--- src/rtl/matmul_result_drain_pkg.sv ---
// Shared definitions for the systolic multiplier result path: element sizes,
// drain FSM encoding and the column-major packed-index helper.
package matmul_result_drain_pkg;

    localparam int DATA_WIDTH = 8;
    localparam int BUS_WIDTH  = 16;
    localparam int MAX_DIM    = BUS_WIDTH / DATA_WIDTH;
    localparam int RES_W      = 2 * DATA_WIDTH;
    localparam int DIM_W      = 3;
    localparam int C_W        = MAX_DIM * MAX_DIM * RES_W;
    localparam int F_W        = MAX_DIM * MAX_DIM;

    typedef enum logic [1:0] {
        S_IDLE   = 2'd0,
        S_STREAM = 2'd1,
        S_DONE   = 2'd2
    } drain_state_e;

    // Core packs results column-major: element (r,c) lives at c*MAX_DIM+r.
    function automatic int unsigned pidx(input logic [DIM_W-1:0] r, input logic [DIM_W-1:0] c);
        return int'(c) * MAX_DIM + int'(r);
    endfunction

endpackage

--- src/rtl/matmul_result_drain_if.sv ---
// Result stream carrying one signed C element per valid/ready beat.
interface matmul_result_drain_if;
    import matmul_result_drain_pkg::*;

    logic [RES_W-1:0] res_data;
    logic [DIM_W-1:0] res_row;
    logic [DIM_W-1:0] res_col;
    logic             res_ovf;
    logic             res_last;
    logic             res_valid;
    logic             res_ready;

    modport master (output res_data, res_row, res_col, res_ovf, res_last, res_valid,
                    input  res_ready);
    modport slave  (input  res_data, res_row, res_col, res_ovf, res_last, res_valid,
                    output res_ready);
endinterface

--- src/rtl/matmul_drain_counter.sv ---
// Row-major (row,col) walker over the captured N x M region; dimensions are
// clamped to MAX_DIM when loaded.
module matmul_drain_counter
    import matmul_result_drain_pkg::*;
(
    input  logic             clk_i,
    input  logic             rst_ni,
    input  logic             load_i,
    input  logic             adv_i,
    input  logic [DIM_W-1:0] n_raw_i,
    input  logic [DIM_W-1:0] m_raw_i,
    output logic [DIM_W-1:0] n_cl_o,
    output logic [DIM_W-1:0] m_cl_o,
    output logic [DIM_W-1:0] row_nxt_o,
    output logic [DIM_W-1:0] col_nxt_o,
    output logic             last_nxt_o
);

    logic [DIM_W-1:0] row_q, col_q, n_q, m_q;

    function automatic logic [DIM_W-1:0] clamp_dim(input logic [DIM_W-1:0] d);
        if (int'(d) > MAX_DIM) begin
            return DIM_W'(MAX_DIM);
        end else begin
            return d;
        end
    endfunction

    assign n_cl_o = clamp_dim(n_raw_i);
    assign m_cl_o = clamp_dim(m_raw_i);

    // Next position with wrap at the last column.
    always_comb begin
        row_nxt_o = row_q;
        col_nxt_o = col_q;
        if (col_q == m_q - 3'd1) begin
            col_nxt_o = 3'd0;
            row_nxt_o = row_q + 3'd1;
        end else begin
            col_nxt_o = col_q + 3'd1;
        end
        last_nxt_o = (row_nxt_o == n_q - 3'd1) && (col_nxt_o == m_q - 3'd1);
    end

    // Position and dimension registers.
    always_ff @(posedge clk_i or negedge rst_ni) begin
        if (!rst_ni) begin
            row_q <= 3'd0;
            col_q <= 3'd0;
            n_q   <= 3'd0;
            m_q   <= 3'd0;
        end else if (load_i) begin
            row_q <= 3'd0;
            col_q <= 3'd0;
            n_q   <= n_cl_o;
            m_q   <= m_cl_o;
        end else if (adv_i) begin
            row_q <= row_nxt_o;
            col_q <= col_nxt_o;
        end else begin
            row_q <= row_q;
            col_q <= col_q;
        end
    end

endmodule

--- src/rtl/matmul_result_drain.sv ---
// Snapshots the multiplier result on each completion edge and streams the
// N x M elements out row-major, one per accepted beat.
module matmul_result_drain
    import matmul_result_drain_pkg::*;
(
    input  logic                    clk_i,
    input  logic                    rst_ni,
    input  logic                    finish_mul_i,
    input  logic [C_W-1:0]          c_matrix_i,
    input  logic [F_W-1:0]          flags_i,
    input  logic [DIM_W-1:0]        n_dim_i,
    input  logic [DIM_W-1:0]        m_dim_i,
    matmul_result_drain_if.master   res_if,
    output logic                    busy_o,
    output logic                    done_o,
    output logic                    ovf_any_o,
    output logic                    overrun_o
);

    drain_state_e     state_q;
    logic             finish_q;
    logic [C_W-1:0]   snap_data_q;
    logic [F_W-1:0]   snap_flags_q;
    logic [RES_W-1:0] data_q;
    logic [DIM_W-1:0] row_q, col_q;
    logic             ovf_q, last_q, valid_q, busy_q, done_q, ovf_any_q, overrun_q;

    logic             cap_s, load_s, hs_s, ovf_mask_s, last_nxt_s;
    logic [DIM_W-1:0] n_cl_s, m_cl_s, row_nxt_s, col_nxt_s;

    assign cap_s  = finish_mul_i & ~finish_q;
    assign load_s = cap_s && (state_q == S_IDLE);
    assign hs_s   = valid_q & res_if.res_ready;

    matmul_drain_counter u_cnt (
        .clk_i      (clk_i),
        .rst_ni     (rst_ni),
        .load_i     (load_s),
        .adv_i      (hs_s),
        .n_raw_i    (n_dim_i),
        .m_raw_i    (m_dim_i),
        .n_cl_o     (n_cl_s),
        .m_cl_o     (m_cl_s),
        .row_nxt_o  (row_nxt_s),
        .col_nxt_o  (col_nxt_s),
        .last_nxt_o (last_nxt_s)
    );

    // Overflow summary restricted to the requested N x M window.
    always_comb begin
        ovf_mask_s = 1'b0;
        for (int r = 0; r < MAX_DIM; r++) begin
            for (int c = 0; c < MAX_DIM; c++) begin
                if ((r < int'(n_cl_s)) && (c < int'(m_cl_s))) begin
                    ovf_mask_s = ovf_mask_s | flags_i[pidx(DIM_W'(r), DIM_W'(c))];
                end else begin
                    ovf_mask_s = ovf_mask_s;
                end
            end
        end
    end

    // Drain FSM with snapshot and registered stream outputs.
    always_ff @(posedge clk_i or negedge rst_ni) begin
        if (!rst_ni) begin
            state_q      <= S_IDLE;
            finish_q     <= 1'b0;
            snap_data_q  <= '0;
            snap_flags_q <= '0;
            data_q       <= '0;
            row_q        <= 3'd0;
            col_q        <= 3'd0;
            ovf_q        <= 1'b0;
            last_q       <= 1'b0;
            valid_q      <= 1'b0;
            busy_q       <= 1'b0;
            done_q       <= 1'b0;
            ovf_any_q    <= 1'b0;
            overrun_q    <= 1'b0;
        end else begin
            finish_q  <= finish_mul_i;
            overrun_q <= 1'b0;
            done_q    <= 1'b0;
            case (state_q)
                S_IDLE: begin
                    if (cap_s) begin
                        snap_data_q  <= c_matrix_i;
                        snap_flags_q <= flags_i;
                        ovf_any_q    <= ovf_mask_s;
                        if ((n_cl_s == 3'd0) || (m_cl_s == 3'd0)) begin
                            state_q <= S_DONE;
                            done_q  <= 1'b1;
                        end else begin
                            state_q <= S_STREAM;
                            valid_q <= 1'b1;
                            busy_q  <= 1'b1;
                            data_q  <= c_matrix_i[RES_W-1:0];
                            ovf_q   <= flags_i[0];
                            row_q   <= 3'd0;
                            col_q   <= 3'd0;
                            last_q  <= (n_cl_s == 3'd1) && (m_cl_s == 3'd1);
                        end
                    end
                end
                S_STREAM: begin
                    overrun_q <= cap_s;
                    if (hs_s) begin
                        if (last_q) begin
                            state_q <= S_DONE;
                            valid_q <= 1'b0;
                            busy_q  <= 1'b0;
                            done_q  <= 1'b1;
                            data_q  <= '0;
                            row_q   <= 3'd0;
                            col_q   <= 3'd0;
                            ovf_q   <= 1'b0;
                            last_q  <= 1'b0;
                        end else begin
                            data_q <= snap_data_q[pidx(row_nxt_s, col_nxt_s)*RES_W +: RES_W];
                            ovf_q  <= snap_flags_q[pidx(row_nxt_s, col_nxt_s)];
                            row_q  <= row_nxt_s;
                            col_q  <= col_nxt_s;
                            last_q <= last_nxt_s;
                        end
                    end
                end
                S_DONE: begin
                    overrun_q <= cap_s;
                    state_q   <= S_IDLE;
                end
                default: begin
                    state_q <= S_IDLE;
                    valid_q <= 1'b0;
                    busy_q  <= 1'b0;
                end
            endcase
        end
    end

    assign res_if.res_data  = data_q;
    assign res_if.res_row   = row_q;
    assign res_if.res_col   = col_q;
    assign res_if.res_ovf   = ovf_q;
    assign res_if.res_last  = last_q;
    assign res_if.res_valid = valid_q;
    assign busy_o           = busy_q;
    assign done_o           = done_q;
    assign ovf_any_o        = ovf_any_q;
    assign overrun_o        = overrun_q;

endmodule

--- src/flat_wrapper.sv ---
// flat-port wrapper written by rule: the top's interface ports become plain ports
module matmul_result_drain_flat import matmul_result_drain_pkg::*;
  (clk_i, rst_ni, finish_mul_i, c_matrix_i, flags_i, n_dim_i, m_dim_i, busy_o, done_o, ovf_any_o, overrun_o, res_if_res_data, res_if_res_row, res_if_res_col, res_if_res_ovf, res_if_res_last, res_if_res_valid, res_if_res_ready);
  matmul_result_drain_if res_if_i ();
  input  logic clk_i;
  input  logic rst_ni;
  input  logic finish_mul_i;
  input  logic [C_W-1:0] c_matrix_i;
  input  logic [F_W-1:0] flags_i;
  input  logic [DIM_W-1:0] n_dim_i;
  input  logic [DIM_W-1:0] m_dim_i;
  output logic busy_o;
  output logic done_o;
  output logic ovf_any_o;
  output logic overrun_o;
  output wire logic [$bits(res_if_i.res_data)-1:0] res_if_res_data;
  output wire logic [$bits(res_if_i.res_row)-1:0] res_if_res_row;
  output wire logic [$bits(res_if_i.res_col)-1:0] res_if_res_col;
  output wire logic [$bits(res_if_i.res_ovf)-1:0] res_if_res_ovf;
  output wire logic [$bits(res_if_i.res_last)-1:0] res_if_res_last;
  output wire logic [$bits(res_if_i.res_valid)-1:0] res_if_res_valid;
  input wire logic [$bits(res_if_i.res_ready)-1:0] res_if_res_ready;
  assign res_if_res_data = res_if_i.res_data;
  assign res_if_res_row = res_if_i.res_row;
  assign res_if_res_col = res_if_i.res_col;
  assign res_if_res_ovf = res_if_i.res_ovf;
  assign res_if_res_last = res_if_i.res_last;
  assign res_if_res_valid = res_if_i.res_valid;
  assign res_if_i.res_ready = res_if_res_ready;
  matmul_result_drain u_core (.clk_i(clk_i), .rst_ni(rst_ni), .finish_mul_i(finish_mul_i), .c_matrix_i(c_matrix_i), .flags_i(flags_i), .n_dim_i(n_dim_i), .m_dim_i(m_dim_i), .res_if(res_if_i), .busy_o(busy_o), .done_o(done_o), .ovf_any_o(ovf_any_o), .overrun_o(overrun_o));
endmodule
--- config.mk ---
export PLATFORM = sky130hd
export DESIGN_NAME = matmul_result_drain_flat
export DESIGN_NICKNAME = d
export VERILOG_FILES = /design/src/rtl/matmul_result_drain_pkg.sv /design/src/rtl/matmul_result_drain_if.sv /design/src/rtl/matmul_drain_counter.sv /design/src/rtl/matmul_result_drain.sv /design/src/flat_wrapper.sv
export SDC_FILE = /design/constraint.sdc
export NUM_CORES = 1
export LEC_CHECK = 0
export BUFFER_PORTS_ARGS = -buffer_cell sky130_fd_sc_hd__buf_2
export CORE_ASPECT_RATIO = 1.1
export CORE_UTILIZATION = 35
export CTS_BUF_LIST = sky130_fd_sc_hd__clkbuf_4
export CTS_CLUSTER_SIZE = 10
export DETAILED_ROUTE_END_ITERATION = 16
export PLACE_DENSITY = 0.58
export SLEW_MARGIN = 20
export SYNTH_ARGS = -nofsm -noshare
export SYNTH_HDL_FRONTEND = slang
export SYNTH_SLANG_ARGS = --single-unit
--- constraint.sdc ---
create_clock -name clk_i -period 5.77 [get_ports clk_i]
set_clock_uncertainty 0.05 [all_clocks]
set_input_delay 0.8655 -clock clk_i [delete_from_list [all_inputs] [get_ports clk_i]]
set_output_delay 0.8655 -clock clk_i [all_outputs]
set_load 0.02 [all_outputs]
==> out/summary.txt, run 1 <==
area leader, netlist - sky130_fd_sc_hd__dfrtp_1
standard cell with the maximum stage delay on the critical path - sky130_fd_sc_hd__ha_1
number of violations reported at the end of detailed-routing iteration 0 - 292
via count of the first global-routing pass - 5298
sequential cell area fraction in the yosys report - 44.5%
critical path arrival - 4500 ps
worst rel slew slack - 28.4%
overall overflow remaining after global route - 0
detailed-placement wirelength estimate - 11.8 mm
fraction of power consumed by the clock network - 10.0%
all-layer global routing usage - 20.1%
proportion of synthesized flip-flops having asynchronous set or reset - 100%
number of placed I/O pins - 107
instance count of the mapped netlist - 699
top cells by area, synth - sky130_fd_sc_hd__dfrtp_1 44%, sky130_fd_sc_hd__nand2_1 14%, sky130_fd_sc_hd__mux2i_1 5.6%
Initial Utilization - 36.3%
Worst Path Buf+Inv - 2
Post-CTS Repair Setup Buffers - 0
area of the core - 0.0172 mm²
data required time at the worst endpoint - 6130 ps
# setup viols final - 0
Internal - 2100 µW
Avg Inst Size Synth - 8.93 µm²
ordered list of cells on the worst path - inv_1, ha_1, xor2_2, and3_1, mux2_2, ha_1, buf_4, nor2_1, mux2_2, o31ai_1
maximum ir drop on the vdd rail - 0.220 mV
Gate power share - 53.7%
FILL cells - 1749
Avg Vias per Cell - 5.24
Post-Route Setup TNS - 0 ps
overall die width - 129 µm
die height - 142 µm
count of state elements after synthesis - 111
Sw Share - 47.0%
Final GP Congestion - 0.794
clock tree from TritonCTS - built
Crit Path Category - flip-flop to flip-flop
dominant register cell in the synthesized netlist - sky130_fd_sc_hd__dfrtp_1
clock net sink count - 111
post-placement setup slack - 1600 ps
area used by sequential logic in the layout - 0.00278 mm²
maximum root-to-sink buffer count - 2
run status - complete, no violations
Startpoint Class - flip-flop
Syn. warnings - 0
mean routed wirelength per cell - 17.1 µm
EDFF count, synth - 0
DRC violation count after routing - 0
setup slack on the worst flop-to-flop path - 1630 ps
most common cell in the netlist - sky130_fd_sc_hd__nand2_1
most instantiated cells after synthesis - 225 x sky130_fd_sc_hd__nand2_1, 111 x sky130_fd_sc_hd__dfrtp_1, 41 x sky130_fd_sc_hd__nor2_1, 35 x sky130_fd_sc_hd__mux2i_1, 34 x sky130_fd_sc_hd__clkbuf_1
power per unit of standard cell area - 561 mW/mm²
min cycle time layout - 4140 ps
wire length of the first global-routing pass - 28.3 mm
max capacitance violation total - 0
area share of the largest cell type after synthesis - 44.5%
highest net fanout along the worst path - 31
Slew Limit Fails - 0
Distinct cells, synth - 49
total CTS buffers - 9
Achievable Freq - 241 MHz
antenna violations before repair - 1
kind of end point of the critical path - flip-flop
fin crit share - 71.8%
Post-Syn Area - 0.00624 mm²
combined area of the multi-input logic cells - 0.00324 mm²
P_leak - 0.00335 µW
actual transition at the worst max-transition pin - 1070 ps
Final #Nets - 863
hold violation total from the final report - 0
master cell of the clock root buffer - sky130_fd_sc_hd__clkbuf_4
clock transition time at the flip-flop clock pins of the worst setup and hold paths - 170 ps
Via Count - 5321
share of power burned in registers - 36.3%
minimum setup slack in the final design - 1630 ps
path class of the lowest-slack min-delay path - input port to asynchronous set/reset pin
length of the first detailed-routing pass in iterations - 5
reported net switching power - 1870 µW
unrepaired setup endpoints after global routing - false
WL final - 17.3 mm
total number of placement rows - 50
share of layout cells above drive strength 1 - 20.2%
latest clock arrival within the worst-skew pair - 490 ps
Post-Syn Nets - 786
gate family responsible for the most delay along the worst path - adder cells
total die area - 0.0184 mm²
relative area change from synthesis to final layout - 13.4%
pin count of the biggest net entering global routing - 75
CTS H-tree depth - 3
post-detailed-route count of antenna-violating nets - 0
count of buffers inserted at the top-level ports - 106
# resized after CTS - 0
Total Power Consumption - 3970 µW
delay contributed by the slowest stage of the critical path - 940 ps
# hold bufs at CTS - 0
==> state kept, by name, summed over array words and instances (netlist names), 3 cells and up <==
register	cells
u_core.u_cnt.col_q	3
u_core.u_cnt.row_q	3
u_core.snap_data_q	64
u_core.u_cnt.n_q	3
u_core.res_if.res_data	16
u_core.u_cnt.m_q	3
u_core.res_if.res_row	3
u_core.res_if.res_col	3
u_core.snap_flags_q	4
==> power by group through the flow <==
stage / clock, µW / combinational [µW] / sequential, µW
2_1_floorplan: 0 / 1610 / 1370
3_3_place_gp: 0 / 2090 / 1460
3_5_place_dp: 0 / 2130 / 1460
4_1_cts: 411 / 2140 / 1440
5_1_grt: 443 / 2390 / 1490
6_report: 396 / 2130 / 1440
==> routing by layer <==
metal	wire (µm)	vias to the layer above	track usage, %	share of wire, %
met5	0	-	0	0
met4	351	0	6.50	2.0
met3	605	22	3.23	3.5
met2	8360	126	34.0	48
met1	8000	2585	26.0	46
li1	-	2588	-	-
==> worst reg2reg max path, stage by stage (launching register included) <==
cell and delay (ps):
sky130_fd_sc_hd__dfrtp_1 460, sky130_fd_sc_hd__inv_1 80, sky130_fd_sc_hd__ha_1 400, sky130_fd_sc_hd__xor2_2 290
sky130_fd_sc_hd__and3_1 480, sky130_fd_sc_hd__mux2_2 400, sky130_fd_sc_hd__ha_1 940, sky130_fd_sc_hd__buf_4 390
sky130_fd_sc_hd__nor2_1 70, sky130_fd_sc_hd__mux2_2 260, sky130_fd_sc_hd__o31ai_1 240
==> area by class of cell <==
type	count	share of cell area, %
antenna	2	0.0707
clock buffer	9	0.954
clock inverter	5	0.831
inverter	10	0.530
multi-input combinational	529	45.7
sequential	111	39.3
tap	234	4.14
timing repair buffer	115	8.48
==> logic make-up (layout without fill, tap and decap cells) <==
kind of cell,Yosys count,count (layout),synth area share [%]
AOI/OAI and AO/OA,151,151,18.3
xor gates and xnor gates,17,17,3.03
adders and majority gates,9,9,1.92
buffers and inverters,59,139,4.03
DFF,111,111,44.5
muxes,53,53,9.04
other,0,2,0
and+or+nand+nor,299,299,19.1
==> final timing paths <==
path | to | cells past startpoint | startpoint
setup / recovery | u_core.res_if.res_data[11] | 10 | u_core.u_cnt.m_q[0]
hold reg to reg | u_core.snap_flags_q[1] | 2 | u_core.snap_flags_q[1]
max in group asynchronous | u_core.snap_data_q[60] | 2 | rst_ni
min in group clk_i | u_core.snap_flags_q[1] | 2 | u_core.snap_flags_q[1]
hold / removal | u_core.u_cnt.n_q[2] | 1 | rst_ni
setup reg to reg | u_core.res_if.res_data[11] | 10 | u_core.u_cnt.m_q[0]
==> cell usage in the layout (no fill, tap or decap), drive strengths merged, types with 3 or more instances in the layout <==
cell,Yosys,layout
nand2,225,225
buf,15,115
dfrtp,111,111
nor2,41,41
mux2i,35,35
o2bb2ai,32,32
o21ai,24,24
a22o,22,22
o31ai,18,18
mux2,17,17
a221oi,16,16
a22oi,16,16
inv,10,12
a21oi,10,10
clkbuf,34,9
nor3,8,8
ha,8,8
xor2,8,8
xnor2,8,8
and2,6,6
nor2b,3,3
nand3,3,3
or3,3,3
a211oi,3,3
==> stage by stage <==
stage	hold slack [ps]	util [%]	std cells	cell area (µm²)
global route	414	41.1	1015	7080
global placement	410	40.4	999	6950
floorplan	390	-	699	6240
finish	390	41.1	1015	7080
CTS	398	41.1	1013	7070
detailed placement	412	40.4	999	6950
Power figures use the tool's default switching activity.
==> run 2: changes to the inputs <==
- PLACE_DENSITY: 0.58 -> 0.6
- clock period: 5.77 -> 3.75 ns (I/O delays scaled with it)
==> run 2 against run 1 <==
Net effect: critical path depth is 2 higher; hold slack worse by 250 ps; combinational power is 60% higher; via count is 0.28% lower; power is 55% higher; first-iteration DRC count is 53% higher.
==> out/summary.txt, run 2 (same netlist as run 1, synthesis figures left out) <==
critical path arrival - 3630 ps
max reg flops - 64
number of placed I/O pins - 107
clock transition time at the flip-flop clock pins of the worst setup and hold paths - 180 ps
Final #Nets - 873
# setup viols final - 0
path class of the lowest-slack min-delay path - input port to flip-flop
total number of placement rows - 50
share of layout cells above drive strength 1 - 20.6%
max capacitance violation total - 0
Post-Route Setup TNS - 0 ps
Initial Utilization - 36.3%
actual transition at the worst max-transition pin - 891 ps
via count of the first global-routing pass - 5028
P_leak - 0.00340 µW
Hold Startpoint - finish_mul_i
die height - 142 µm
Avg Vias per Cell - 5.17
unrepaired setup endpoints after global routing - false
length of the first detailed-routing pass in iterations - 5
first element of the critical path - u_core.u_cnt.m_q[0]
final design area excluding fillers - 0.00718 mm²
overall overflow remaining after global route - 0
Crit Path Category - flip-flop to flip-flop
highest net fanout along the worst path - 16
antenna violations before repair - 1
data required time at the worst endpoint - 4130 ps
min cycle time layout - 3250 ps
wire length of the first global-routing pass - 27.4 mm
master cell of the clock root buffer - sky130_fd_sc_hd__clkbuf_4
CTS H-tree depth - 3
WL final - 16.9 mm
overall die width - 129 µm
post-detailed-route count of antenna-violating nets - 0
most common library cell in the layout ignoring fill and taps - sky130_fd_sc_hd__nand2_1
commonest cells after routing, fill and taps aside - 224 x sky130_fd_sc_hd__nand2_1, 110 x sky130_fd_sc_hd__dfrtp_1, 105 x sky130_fd_sc_hd__buf_2, 41 x sky130_fd_sc_hd__nor2_1, 35 x sky130_fd_sc_hd__mux2i_1
clock tree from TritonCTS - built
start of the worst register-to-register path - u_core.u_cnt.m_q[0]
fin crit share - 86.7%
# resized after CTS - 0
clock net sink count - 111
worst rel slew slack - 40.6%
maximum ir drop on the vdd rail - 0.417 mV
Final GP Congestion - 0.825
maximum root-to-sink buffer count - 2
Achievable Freq - 307 MHz
Slew Limit Fails - 0
total CTS buffers - 9
count of buffers inserted at the top-level ports - 106
pin count of the biggest net entering global routing - 73
all-layer global routing usage - 19.4%
latest clock arrival within the worst-skew pair - 520 ps
run status - complete, no violations
number of violations reported at the end of detailed-routing iteration 0 - 446
area of the core - 0.0172 mm²
kind of end point of the critical path - flip-flop
mean routed wirelength per cell - 16.5 µm
Startpoint Class - flip-flop
hold violation total from the final report - 0
placed instance area - 0.00704 mm²
Via Count - 5306
total die area - 0.0184 mm²
setup slack on the worst flop-to-flop path - 500 ps
Most flops, register - u_core.snap_data_q
relative area change from synthesis to final layout - 15.1%
detailed-placement wirelength estimate - 12.1 mm
Layout Utilization - 41.7%
DRC violation count after routing - 0
power per unit of standard cell area - 857 mW/mm²
[run 2: cell types whose count changed in the layout (fill, tap and decap cells not counted)]
cell                            delta
sky130_fd_sc_hd__buf_4             +6
sky130_fd_sc_hd__buf_12            +3
sky130_fd_sc_hd__clkinv_1          +2
sky130_fd_sc_hd__clkinvlp_4        +2
sky130_fd_sc_hd__inv_6             -2
sky130_fd_sc_hd__a211oi_1          +1
sky130_fd_sc_hd__a211oi_2          -1
sky130_fd_sc_hd__diode_2           -1
sky130_fd_sc_hd__dlygate4sd3_1     +1
sky130_fd_sc_hd__nor2_1            +1
sky130_fd_sc_hd__nor2_2            -1
sky130_fd_sc_hd__xnor2_1           +1
sky130_fd_sc_hd__xnor2_2           -1
[run 2: metal layers]
layer | GRT usage [%] | vias to the layer above | share of wire (%)
met3 | 2.67 | 17 | 3.8
met2 | 28.6 | 124 | 44
li1 | - | 2617 | -
met1 | 28.7 | 2548 | 51
met4 | 7.12 | 0 | 1.6
met5 | 0 | - | 0
[run 2: stage by stage]
| stage | instances | total power [µW] | hold WS (ps) | setup WS, ps |
|---|---|---|---|---|
| final | 1026 | 6150 | 138 | 498 |
| after global routing | 1026 | 6710 | 110 | 260 |
| after CTS | 1025 | 6190 | 107 | 504 |
| after detailed placement | 1008 | 5570 | 411 | 559 |
| after global placement | 1008 | 5530 | 410 | 643 |
| after floorplan | 699 | 4590 | 217 | 495 |
[run 2: cell type report]
type / instances / area, µm²
inverter: 10 / 37.5
clock buffer: 9 / 67.6
clock inverter: 7 / 63.8
timing repair buffer: 125 / 716
antenna: 1 / 2.50
sequential: 111 / 2780
multi-input combinational: 529 / 3220
tap: 234 / 293
fill: 1749 / 10000
[run 2: worst paths after layout]
path | to | cells after the start
max | u_core.res_if.res_data[2] | 12
min | u_core.finish_q | 1
min in group asynchronous | u_core.u_cnt.m_q[2] | 2
min reg2reg | u_core.snap_data_q[8] | 2
max reg2reg | u_core.res_if.res_data[2] | 12
max in group asynchronous | u_core.snap_data_q[10] | 3
[run 2: worst max-delay path: stages, from the launching register on]
cell and delay, ps:
sky130_fd_sc_hd__dfrtp_1 470, sky130_fd_sc_hd__inv_1 80, sky130_fd_sc_hd__ha_1 400, sky130_fd_sc_hd__xor2_2 280, sky130_fd_sc_hd__and3_1 220, sky130_fd_sc_hd__mux2_2 360
sky130_fd_sc_hd__ha_1 200, sky130_fd_sc_hd__fa_1 360, sky130_fd_sc_hd__inv_1 70, sky130_fd_sc_hd__and3_1 140, sky130_fd_sc_hd__o211ai_1 80, sky130_fd_sc_hd__buf_4 210
sky130_fd_sc_hd__o31ai_1 250
[run 2: report_power, final]
group	switching (µW)	internal, µW
Sequential	454	1680
Combinational	1980	1430
Clock	414	196
[run 2: timing repair]
item	4_1_cts	5_1_grt
endpoints found under the hold margin	39	0
hold buffers	1	0
setup buffers	0	0
==> run 3: changes to the inputs <==
- RECOVER_POWER: unset -> 100
==> run 3 against run 2 <==
Net effect: the flow now finishes with violations (max-capacitance violations, max-slew violations); global-route usage unchanged; sequential cell count unchanged; hold slack improved by 3.8 ps; critical path depth stayed put; utilization is 0.47 points lower; critical path type unchanged; setup slack lost 98 ps; combinational power is 2% lower; largest power group unchanged; via count is 0.53% higher; register-to-register slack worse by 98 ps; count of clock-buffer cells in the layout unchanged; sequential power about the same; power shrank 0.88%.
==> out/summary.txt, run 3 (same netlist as run 1, synthesis figures left out) <==
data required time at the worst endpoint - 4130 ps
all-layer global routing usage - 19.4%
clock transition time at the flip-flop clock pins of the worst setup and hold paths - 180 ps
total CTS buffers - 9
WL final - 16.9 mm
die height - 142 µm
gate family responsible for the most delay along the worst path - adder cells
standard cell with the maximum stage delay on the critical path - sky130_fd_sc_hd__dfrtp_1
start of the worst register-to-register path - u_core.u_cnt.m_q[0]
Crit Path Category - flip-flop to flip-flop
unrepaired setup endpoints after global routing - false
Slew Limit Fails - 40
ordered list of cells on the worst path - inv_1, ha_1, xor2_1, and3_1, mux2_1, ha_1, fa_1, inv_1, and3_1, o211ai_1, buf_4, o31ai_1
via count of the first global-routing pass - 5028
Hold Startpoint - finish_mul_i
Worst Reg-to-Reg Cells - 12
antenna violations before repair - 1
# resized after CTS - 0
actual transition at the worst max-transition pin - 2240 ps
Most flops, register - u_core.snap_data_q
overall die width - 129 µm
path class of the lowest-slack min-delay path - input port to flip-flop
Startpoint Class - flip-flop
area of the core - 0.0172 mm²
post-detailed-route count of antenna-violating nets - 0
Final #Nets - 873
DRC violation count after routing - 0
FILL cells - 1769
detailed-placement wirelength estimate - 12.1 mm
commonest cells after routing, fill and taps aside - 225 x sky130_fd_sc_hd__nand2_1, 110 x sky130_fd_sc_hd__dfrtp_1, 75 x sky130_fd_sc_hd__buf_2, 41 x sky130_fd_sc_hd__nor2_1, 35 x sky130_fd_sc_hd__mux2i_1
master cell of the clock root buffer - sky130_fd_sc_hd__clkbuf_4
max capacitance violation total - 1
CTS H-tree depth - 3
violations in the final reports - max-capacitance violations, max-slew violations
wire length of the first global-routing pass - 27.4 mm
worst rel slew slack - -49.0%
overall overflow remaining after global route - 0
share of layout cells above drive strength 1 - 15.8%
count of buffers inserted at the top-level ports - 106
power per unit of standard cell area - 859 mW/mm²
Via Count - 5334
max reg flops - 64
maximum root-to-sink buffer count - 2
P_leak - 0.00326 µW
kind of end point of the critical path - flip-flop
Worst Path Buf+Inv - 3
number of violations reported at the end of detailed-routing iteration 0 - 412
Post-CTS Repair Setup Buffers - 0
# hold bufs at CTS - 1
most common library cell in the layout ignoring fill and taps - sky130_fd_sc_hd__nand2_1
Total Power Consumption - 6100 µW
setup slack on the worst flop-to-flop path - 400 ps
worst hold path endpoint - u_core.finish_q
fin crit share - 89.3%
mean routed wirelength per cell - 16.5 µm
total die area - 0.0184 mm²
delay contributed by the slowest stage of the critical path - 470 ps
maximum ir drop on the vdd rail - 0.423 mV
latest clock arrival within the worst-skew pair - 530 ps
clock tree from TritonCTS - built
Initial Utilization - 36.3%
r2r endpoint - u_core.res_if.res_data[2]
hold violation total from the final report - 0
run status - complete, but fails checks
Achievable Freq - 298 MHz
min cycle time layout - 3350 ps
Post-Route Setup TNS - 0 ps
clock net sink count - 111
length of the first detailed-routing pass in iterations - 5
total number of placement rows - 50
Final GP Congestion - 0.825
relative area change from synthesis to final layout - 13.8%
pin count of the biggest net entering global routing - 73
cell depth of the worst min-delay path - 1
critical path arrival - 3730 ps
Avg Vias per Cell - 5.20
number of placed I/O pins - 107
# setup viols final - 0
highest net fanout along the worst path - 16
==> run 3: cell types whose count changed in the layout (fill, tap and decap cells not counted), sizes merged <==
cell    previous run  this run
buf              124        88
clkbuf             9        45
==> run 3: worst max path at each step <==
stage / endpoint / slack, ps / from / cells past startpoint
finish: u_core.res_if.res_data[2] / 400 / u_core.u_cnt.m_q[0] / 12
CTS: u_core.res_if.res_data[10] / 500 / u_core.u_cnt.m_q[0] / 12
detailed placement: u_core.res_if.res_data[5] / 560 / u_core.u_cnt.m_q[0] / 12
global placement: u_core.res_if.res_data[8] / 640 / u_core.u_cnt.m_q[0] / 12
floorplan: u_core.res_if.res_data[10] / 490 / u_core.u_cnt.m_q[0] / 13
global route: u_core.res_if.res_data[4] / 150 / u_core.u_cnt.m_q[0] / 12
==> run 3: final cells by class <==
| cell class | instances | area (µm²) | share of cell area (%) |
|---|---|---|---|
| multi-input combinational | 529 | 3210 | 45.2 |
| sequential | 111 | 2780 | 39.1 |
| timing repair buffer | 125 | 647 | 9.11 |
| tap | 234 | 293 | 4.12 |
| clock buffer | 9 | 67.6 | 0.951 |
| clock inverter | 7 | 63.8 | 0.899 |
| inverter | 10 | 37.5 | 0.529 |
| antenna | 1 | 2.50 | 0.0352 |
==> run 3: metal layers <==
metal | GRT usage (%) | part of all wire, %
met5 | 0 | 0
met4 | 7.12 | 1.6
met2 | 28.6 | 44
met3 | 2.67 | 4.1
met1 | 28.7 | 50
==> run 3: power by group <==
part | switching, µW | leakage, µW | total (µW) | internal [µW]
clock network | 418 | 0.0000607 | 614 | 196
logic | 1980 | 0.00180 | 3350 | 1370
registers | 457 | 0.00141 | 2140 | 1680
total | 2850 | 0.00326 | 6100 | 3250
==> run 3: stage by stage <==
stage	cells	instance area (µm²)	util [%]	worst slack [ps]	hold slack, ps
after detailed placement	1008	7040	40.9	559	411
after floorplan	699	6240	-	495	217
after CTS	1025	7180	41.7	504	107
final	1026	7100	41.3	400	141
after global placement	1008	7040	40.9	643	410
after global routing	1026	7100	41.3	145	117
